<file path="config.mk">
export PLATFORM = sky130hd
export DESIGN_NAME = fetch_sequencer
export DESIGN_NICKNAME = d
export VERILOG_FILES = /design/src/rtl/fetch_sequencer_pkg.sv /design/src/rtl/fetch_sequencer_next_pc.sv /design/src/rtl/fetch_sequencer.sv
export SDC_FILE = /design/constraint.sdc
export NUM_CORES = 1
export LEC_CHECK = 0
export ABC_CLOCK_PERIOD_IN_PS = 1770
export BUFFER_PORTS_ARGS = -buffer_cell sky130_fd_sc_hd__buf_2
export CORE_MARGIN = 2
export CORE_UTILIZATION = 42
export CTS_CLUSTER_DIAMETER = 200
export DETAILED_ROUTE_END_ITERATION = 6
export PLACE_DENSITY = 0.72
export SLEW_MARGIN = 5
export SYNTH_ARGS = -nofsm -noshare
export SYNTH_HDL_FRONTEND = slang
export SYNTH_SLANG_ARGS = --single-unit
export TNS_END_PERCENT = 1
</file>
<file path="constraint.sdc">
create_clock -name clk -period 1.77 [get_ports clk]
set_clock_uncertainty 0.1 [all_clocks]
set_input_delay 0.2655 -clock clk [delete_from_list [all_inputs] [get_ports clk]]
set_output_delay 0.2655 -clock clk [all_outputs]
set_load 0.005 [all_outputs]
</file>
<file path="src/rtl/fetch_sequencer_pkg.sv">
// Shared constants for the fetch front end.
//   OPC_*         : RISC-V major opcodes the fetch/NOP-select logic cares about
//   NOP_INST_DEF  : canonical bubble, addi x0,x0,0
//   RESET_PC_DEF  : default first fetch address after reset
package fetch_sequencer_pkg;

  localparam logic [6:0]  OPC_BRANCH   = 7'b1100011;
  localparam logic [6:0]  OPC_JALR     = 7'b1100111;
  localparam logic [6:0]  OPC_NOOP     = 7'b0010011;

  localparam logic [31:0] NOP_INST_DEF = 32'h0000_0013;
  localparam logic [31:0] RESET_PC_DEF = 32'h4000_0000;

  function automatic logic is_branch(input logic [31:0] inst);
    return inst[6:0] == OPC_BRANCH;
  endfunction

endpackage

</file>
<file path="src/rtl/fetch_sequencer_next_pc.sv">
// Next fetch address priority mux.
//   i_cur_addr  : address currently presented to the icache
//   i_redirect  : a redirect is being applied this cycle
//   i_target    : word-aligned redirect target
//   i_stall     : pipeline stall, freezes the address
//   i_hold      : hazard hold, re-present the current address
//   o_next_addr : address to present next cycle
module fetch_sequencer_next_pc (
  input  logic [31:0] i_cur_addr,
  input  logic        i_redirect,
  input  logic [31:0] i_target,
  input  logic        i_stall,
  input  logic        i_hold,
  output logic [31:0] o_next_addr
);

  always_comb begin
    o_next_addr = i_cur_addr + 32'd4;  // wraps naturally at 2^32
    if (i_redirect) begin
      o_next_addr = i_target;
    end else if (i_stall || i_hold) begin
      o_next_addr = i_cur_addr;
    end
  end

endmodule

</file>
<file path="src/rtl/fetch_sequencer.sv">
// Instruction fetch sequencer: drives icache fetch addresses, tracks the PC of the
// instruction on icache_dout, applies (possibly stall-deferred) redirects and issues
// either the fetched instruction or a bubble to decode.
//   clk, rst_n         : clock, asynchronous active-low reset
//   stall              : global stall; only redirect capture proceeds
//   redirect_valid/_pc : branch/JALR redirect, target bits [1:0] ignored
//   nop_sel            : replace the current instruction with a bubble
//   icache_addr/_re    : fetch request, data returns the next unstalled cycle
//   icache_dout        : instruction for the previously presented address
//   inst_out/pc_out    : issued instruction and its PC
//   inst_valid         : inst_out is a real fetched instruction
//   prev_inst          : last issued instruction, for NOP selection
//   bubble_count       : saturating count of issued bubbles
module fetch_sequencer
  import fetch_sequencer_pkg::*;
#(
  parameter logic [31:0] RESET_PC = RESET_PC_DEF,
  parameter logic [31:0] NOP_INST = NOP_INST_DEF
) (
  input  logic        clk,
  input  logic        rst_n,
  input  logic        stall,
  input  logic        redirect_valid,
  input  logic [31:0] redirect_pc,
  input  logic        nop_sel,
  output logic [31:0] icache_addr,
  output logic        icache_re,
  input  logic [31:0] icache_dout,
  output logic [31:0] inst_out,
  output logic [31:0] pc_out,
  output logic        inst_valid,
  output logic [31:0] prev_inst,
  output logic [15:0] bubble_count
);

  typedef enum logic [1:0] {StBoot, StRun, StSquash} state_e;

  state_e      r_state, w_state_next;
  logic [31:0] r_addr, r_pc, r_prev, r_pend_pc;
  logic        r_pend_valid;
  logic [15:0] r_bcnt;

  logic        w_redir_take, w_hold, w_bubble, w_pc_adv;
  logic [31:0] w_redir_pc, w_addr_next, w_inst;

  // A fresh redirect supersedes one captured earlier in the stall.
  assign w_redir_take = !stall && (redirect_valid || r_pend_valid);
  assign w_redir_pc   = redirect_valid ? (redirect_pc & 32'hFFFF_FFFC) : r_pend_pc;

  // Hazard hold re-presents the PC, unless the previous instruction was a branch:
  // its redirect will supersede the dropped fall-through anyway.
  assign w_hold   = (r_state == StRun) && nop_sel && !is_branch(r_prev);
  assign w_bubble = (r_state != StRun) || nop_sel || w_redir_take;
  assign w_pc_adv = !stall && (w_redir_take || !w_hold);

  fetch_sequencer_next_pc u_next_pc (
    .i_cur_addr  (r_addr),
    .i_redirect  (w_redir_take),
    .i_target    (w_redir_pc),
    .i_stall     (stall),
    .i_hold      (w_hold),
    .o_next_addr (w_addr_next)
  );

  // State register
  always_ff @(posedge clk or negedge rst_n) begin
    if (!rst_n) begin
      r_state <= StBoot;
    end else begin
      r_state <= w_state_next;
    end
  end

  // Next-state logic
  always_comb begin
    w_state_next = r_state;
    if (w_redir_take) begin
      w_state_next = StSquash;
    end else if (!stall) begin
      w_state_next = StRun;
    end
  end

  // Output logic
  always_comb begin
    w_inst     = w_bubble ? NOP_INST : icache_dout;
    inst_out   = w_inst;
    inst_valid = !w_bubble && !stall;
    icache_re  = !stall;
  end

  // Datapath registers
  always_ff @(posedge clk or negedge rst_n) begin
    if (!rst_n) begin
      r_addr       <= RESET_PC;
      r_pc         <= RESET_PC;
      r_prev       <= NOP_INST;
      r_bcnt       <= 16'd0;
      r_pend_valid <= 1'b0;
      r_pend_pc    <= 32'd0;
    end else begin
      r_addr <= w_addr_next;
      if (w_pc_adv) begin
        r_pc <= r_addr;
      end
      if (!stall) begin
        r_prev <= w_inst;
        if (w_bubble && (r_bcnt != 16'hFFFF)) begin
          r_bcnt <= r_bcnt + 16'd1;
        end
      end
      if (w_redir_take) begin
        r_pend_valid <= 1'b0;
      end else if (stall && redirect_valid) begin
        r_pend_valid <= 1'b1;
        r_pend_pc    <= redirect_pc & 32'hFFFF_FFFC;
      end
    end
  end

  assign icache_addr  = r_addr;
  assign pc_out       = r_pc;
  assign prev_inst    = r_prev;
  assign bubble_count = r_bcnt;

endmodule

</file>
Word level (Yosys, flattened, before mapping)
Index checks and enable logic that the tools add are counted.
{"block": "op_classes", "add_sub_neg": 2, "n_eq_ne": 6, "n_mux": 8, "n_bitwise": 2, "n_reduce_logical": 19}
{"cell": "$mux 32", "n": 4}
{"cell": "$add 32x3->32 const B", "n": 1}
{"cell": "$add 16x1->16 const B", "n": 1}
{"cell": "$ne 16x16->1 const B", "n": 1}
{"cell": "$eq 7x7->1 const B", "n": 1}
{"cell": "$logic_and 1x1->1", "n": 7}
{"cell": "$logic_or 1x1->1", "n": 5}
{"cell": "$logic_not 1->1", "n": 4}
{"cell": "$mux 2", "n": 2}
{"cell": "$ne 2x1->1 const B", "n": 2}
{"cell": "$reduce_and 2->1", "n": 2}
{"cell": "$eq 2x1->1 const B", "n": 1}
{"cell": "$mux 1", "n": 2}
{"cell": "$ne 2x2->1 const B", "n": 1}
{"cell": "$not 1->1", "n": 2}
{"cell": "$reduce_bool 2->1", "n": 1}
{"block": "word_totals", "reg_bits": 145, "in_bits": 69, "out_inout_bits": 146, "elab_cells": 44}

Longest topological paths before layout
{"block": "logic_depth", "word_depth": 6, "ltp_mapped": 10, "depth_no_buf": 6}

By module
From an unflattened synthesis, not the netlist that was laid out.
{"block": "unflattened", "hier_cells": 559, "area_unflattened_um2": 7095.6}
{"mod": "fetch_sequencer", "n_inst": 1, "cells_per_inst": 398, "area_each_um2": 6100.9, "seq_area_each_um2": 3634.7}
{"mod": "fetch_sequencer_next_pc", "n_inst": 1, "cells_per_inst": 161, "area_each_um2": 994.7, "seq_area_each_um2": 0.0}

Worst setup path after synthesis
OpenSTA, ideal clock, no wires.
{"block": "synth_timing", "kind": "register -> register", "startpoint": "register r_pend_valid", "endpoint": "register r_addr[24], in the netlist icache_addr[24]", "setup_ns": 0.121, "arrival_ns": 1.631, "required_time_ns": 1.549, "slack_ns": -0.082, "stages_incl_launch_ff": 10, "path_buffers": 4, "synth_period_minus_slack_ns": 1.852, "path_cell_list": "dfrtp_1 -> buf_2 -> or2_1 -> buf_2 -> a311oi_2 -> or2_1 -> buf_4 -> buf_6 -> a21oi_1 -> o22a_1"}
{"block": "synth_between", "elab_chain_len": 3, "word_cells_on_any_way": 4, "cone_classes": "eq/ne: 1; mux: 1; reduce/logical: 2"}
{"item": "start, declared", "line_no": "fetch_sequencer.sv:40", "text": "logic r_pend_valid;"}
{"item": "start signal, assigned", "line_no": "fetch_sequencer.sv:99", "text": "r_pend_valid <= 1'b0;"}
{"item": "start signal, assigned", "line_no": "fetch_sequencer.sv:113", "text": "r_pend_valid <= 1'b0;"}
{"item": "start signal, assigned", "line_no": "fetch_sequencer.sv:115", "text": "r_pend_valid <= 1'b1;"}
{"item": "$logic_or 1x1->1 (*)", "line_no": "fetch_sequencer.sv:47", "text": "assign w_redir_take = !stall && (redirect_valid || r_pend_valid);"}
{"item": "$logic_and 1x1->1 (*)", "line_no": "fetch_sequencer.sv:47"}
{"item": "$ne 2x2->1 (no source line) / $mux 32 (equally long branches)"}
{"item": "end signal, assigned", "line_no": "fetch_sequencer.sv:102", "text": "r_addr <= w_addr_next;"}
{"item": "end, declared", "line_no": "fetch_sequencer.sv:39", "text": "logic [31:0] r_addr, r_pc, r_prev, r_pend_pc;"}
Mark *: on every way between the ends. The rest lies on a longest branch, timed or not.
A chain may end at the register's enable or synchronous reset.

Worst setup path after layout
{"block": "layout_timing", "startpoint": "register r_pend_valid", "endpoint": "output port inst_out[4]"}
{"block": "layout_between", "elab_chain_len": 4}
{"item": "$logic_or 1x1->1", "line_no": "fetch_sequencer.sv:47"}
{"item": "$logic_and 1x1->1", "line_no": "fetch_sequencer.sv:47"}
{"item": "$logic_or 1x1->1", "line_no": "fetch_sequencer.sv:53", "text": "assign w_bubble = (r_state != StRun) || nop_sel || w_redir_take;"}
{"item": "$mux 32", "line_no": "fetch_sequencer.sv:86", "text": "w_inst = w_bubble ? NOP_INST : icache_dout;"}
{"item": "end, declared", "line_no": "fetch_sequencer.sv:29", "text": "output logic [31:0] inst_out,"}
Every way passes these cells.

==> results.toml <==
[timing]
final-setup-viol-count = 95
fin_crit_ns = 2.17
rsz0062_at_grt = "yes"
clock.fmax_mhz = 462
setup_slack_ns = -0.396
drv_slew = 0
period_share = 1.22
hold_viol_final = 0

[drt]
first_pass_iters = 5
ant_nets = 0
post_drt_wl_per_cell_um = 16.8
wl_um = 19900
routed_via_density = 5.34
post-route-drc-count = 0
drtIter0Drc = 406
vias = 6312

[power]
p_leak_uw = 0.00495
cellPowerDensity_mw_per_mm2 = 1080
ir_worst_vdd_mv = 0.734

[clocking]
cts_buffers = 17
clock_path_buffers = 2
htree_levels = 4
cts.sinks = 141
clock_latency_ns = 0.42
path_clk_slew_ns = 0.05
cts-root-buf = "clkbuf_16"
cts_tree = "built"

[logic_synthesis]
synth_edf_count = 0
synth_cell_types = 54
synth.cell_area_mm2 = 0.00685
yosysSeqAreaShare = 0.516
synth_top_area_frac = 0.497
yosys_warnings = 0
synthCells = 653
synth_area_leaders = "dfrtp_1 50%, mux2_2 11%, nand2_1 6.0%"
async_reset_ff_frac = 1.00
synth_ff_type = "dfrtp_1"
postSynthAreaPerCell_um2 = 10.5
yosysTopAreaCell = "dfrtp_1"
synth_seq_cells = 141

[global_route]
antenna_found_initial = 0
grt.total_usage = 0.234
grt_pass1_wl_um = 32500
grt_max_degree = 50
grt_pass1_vias = 6360
globalRouteOverflowTotal = 0

[worst_setup_path]
cp-start-kind = "register"
arrival_ns = 1.80
end_kind = "primary output"
worstPathMaxFanout = 36
crit_type = "register to primary output"
required_ns = 1.40

[place]
gp_congestion = 0.900
place_inst = 1129
dp_slack_ns = -0.281
hpwl_um = 14300
port_buffers = 208

[finish]
antenna_cells = 0
fillers = 1326
syn2layout_area_growth_pct = 42.7
layout-drive-gt1-share = 0.453
nets = 1025
stdcell_count = 1183
multi_input_area_mm2 = 0.00316
regArea_mm2 = 0.00354

[run_status]
status = "finished, violations left"
violations = "setup timing"

[die]
pin_count = 215
die_h_um = 132
rows = 46
die_w_um = 132
coreArea_mm2 = 0.0159
start_util = 0.431
die-area_mm2 = 0.0173

[run]
max_cap_viol_count = 0

[min_path]
min_path_type = "input port to register"
## cells in the final DEF (no fill, tap or decap), types with 17 or more instances in the layout
master,n
buf_2,204
dlygate4sd3_1,20
mux2_2,64
buf_4,83
and3_1,38
o22ai_1,18
nand3_1,17
nand2_1,109
clkbuf_16,17
a21oi_1,27
dfrtp_1,134
nor2_1,25
## cells in the mapped netlist (5+ instances only)
| cell | instances |
|---|---|
| dfstp_2 | 5 |
| and3_1 | 42 |
| nor4_1 | 5 |
| clkbuf_1 | 26 |
| o21ai_0 | 15 |
| mux2_2 | 64 |
| a21oi_1 | 31 |
| dfrtp_1 | 136 |
| nand2_1 | 110 |
| nand3_1 | 17 |
| mux2i_1 | 6 |
| o22a_1 | 15 |
| a31oi_1 | 9 |
| nor3_1 | 5 |
| buf_4 | 5 |
| nand4_1 | 14 |
| xnor2_1 | 12 |
| o22ai_1 | 18 |
| a211oi_1 | 8 |
| buf_2 | 10 |
| nor2b_1 | 6 |
| buf_6 | 7 |
| nor2_1 | 27 |
## cell families (layout without fill, tap and decap cells)
group                    after synthesis  after routing  synth area share
AND/OR/NAND/NOR                      253            253             0.191
multiplexers                          70             70             0.114
buffers and inverters                 54            365            0.0419
adder cells (fa/ha/maj)                2              2           0.00366
AO/OA/AOI/OAI                        117            117             0.114
flip-flops                           141            141             0.516
XOR/XNOR                              15             15            0.0192
other                                  1              4          0.000548
## where the power goes
| group | switching (µW) | leakage [µW] | internal, µW |
|---|---|---|---|
| Combinational | 1350 | 0.00292 | 1380 |
| Sequential | 393 | 0.00174 | 3760 |
| Clock | 1360 | 0.000293 | 2280 |
## metal layers
layer | GRT usage | share of wire | vias up
met5 | 0 | 0 | -
met4 | 0.0755 | 0.023 | 0
met3 | 0.0505 | 0.069 | 39
met2 | 0.400 | 0.48 | 285
met1 | 0.294 | 0.43 | 3048
li1 | - | - | 2940
## sequential cells by signal, summed over array words and instances (netlist names)
name / flops
bubble_count: 16
r_pend_pc: 30
pc_out: 30
icache_addr: 30
prev_inst: 32
r_pend_valid: 1
r_state: 2
## layout make-up
class                           count  area share
Clock buffer                       21      0.0471
Multi-Input combinational cell    461       0.323
Inverter                            4     0.00154
Tap cell                          216      0.0277
Clock inverter                     11      0.0146
Timing Repair Buffer              329       0.224
Sequential cell                   141       0.362
## path summary, 6_finish.rpt
path,slack (ns),to,depth (start not counted),from
worst max-delay path,-0.40,inst_out[4],6,r_pend_valid
worst min-delay path,0.01,r_pend_pc[5],2,redirect_pc[5]
worst max register to register,-0.22,icache_addr[10],6,prev_inst[2]
worst min register to register,0.36,pc_out[17],2,pc_out[17]
max in group asynchronous,0.71,prev_inst[4],3,rst_n
min in group asynchronous,0.23,icache_addr[3],2,rst_n
## metrics by stage
stage / area [µm²] / util / hold WS (ns) / power (µW) / TNS, ns
CTS: 9750 / 0.614 / 0.000537 / 10600 / -20.09
global placement: 8800 / 0.554 / 0.0981 / 6740 / -10.74
floorplan: 6860 / - / -0.130 / 5380 / -1.46
finish: 9770 / 0.615 / 0.0111 / 10500 / -18.12
detailed placement: 8800 / 0.554 / 0.0944 / 6810 / -13.40
global route: 9770 / 0.615 / 0.00415 / 11000 / -26.68
## worst max-delay path, stage by stage (launching register included)
cell	delay, ns
dfrtp_1	0.37
buf_4	0.17
o21bai_4	0.22
buf_12	0.21
and2_4	0.18
nand2b_1	0.08
buf_2	0.14
## timing repair
item	in CTS	in global routing
cloned	2	0
setup endpoints to repair	102	108
hold buffers	20	0
resized for setup	28	8
buffers inserted	0	0
pin swaps	9	7
hold endpoints to repair	110	0
Note: power is estimated with default switching activity, not from simulation.
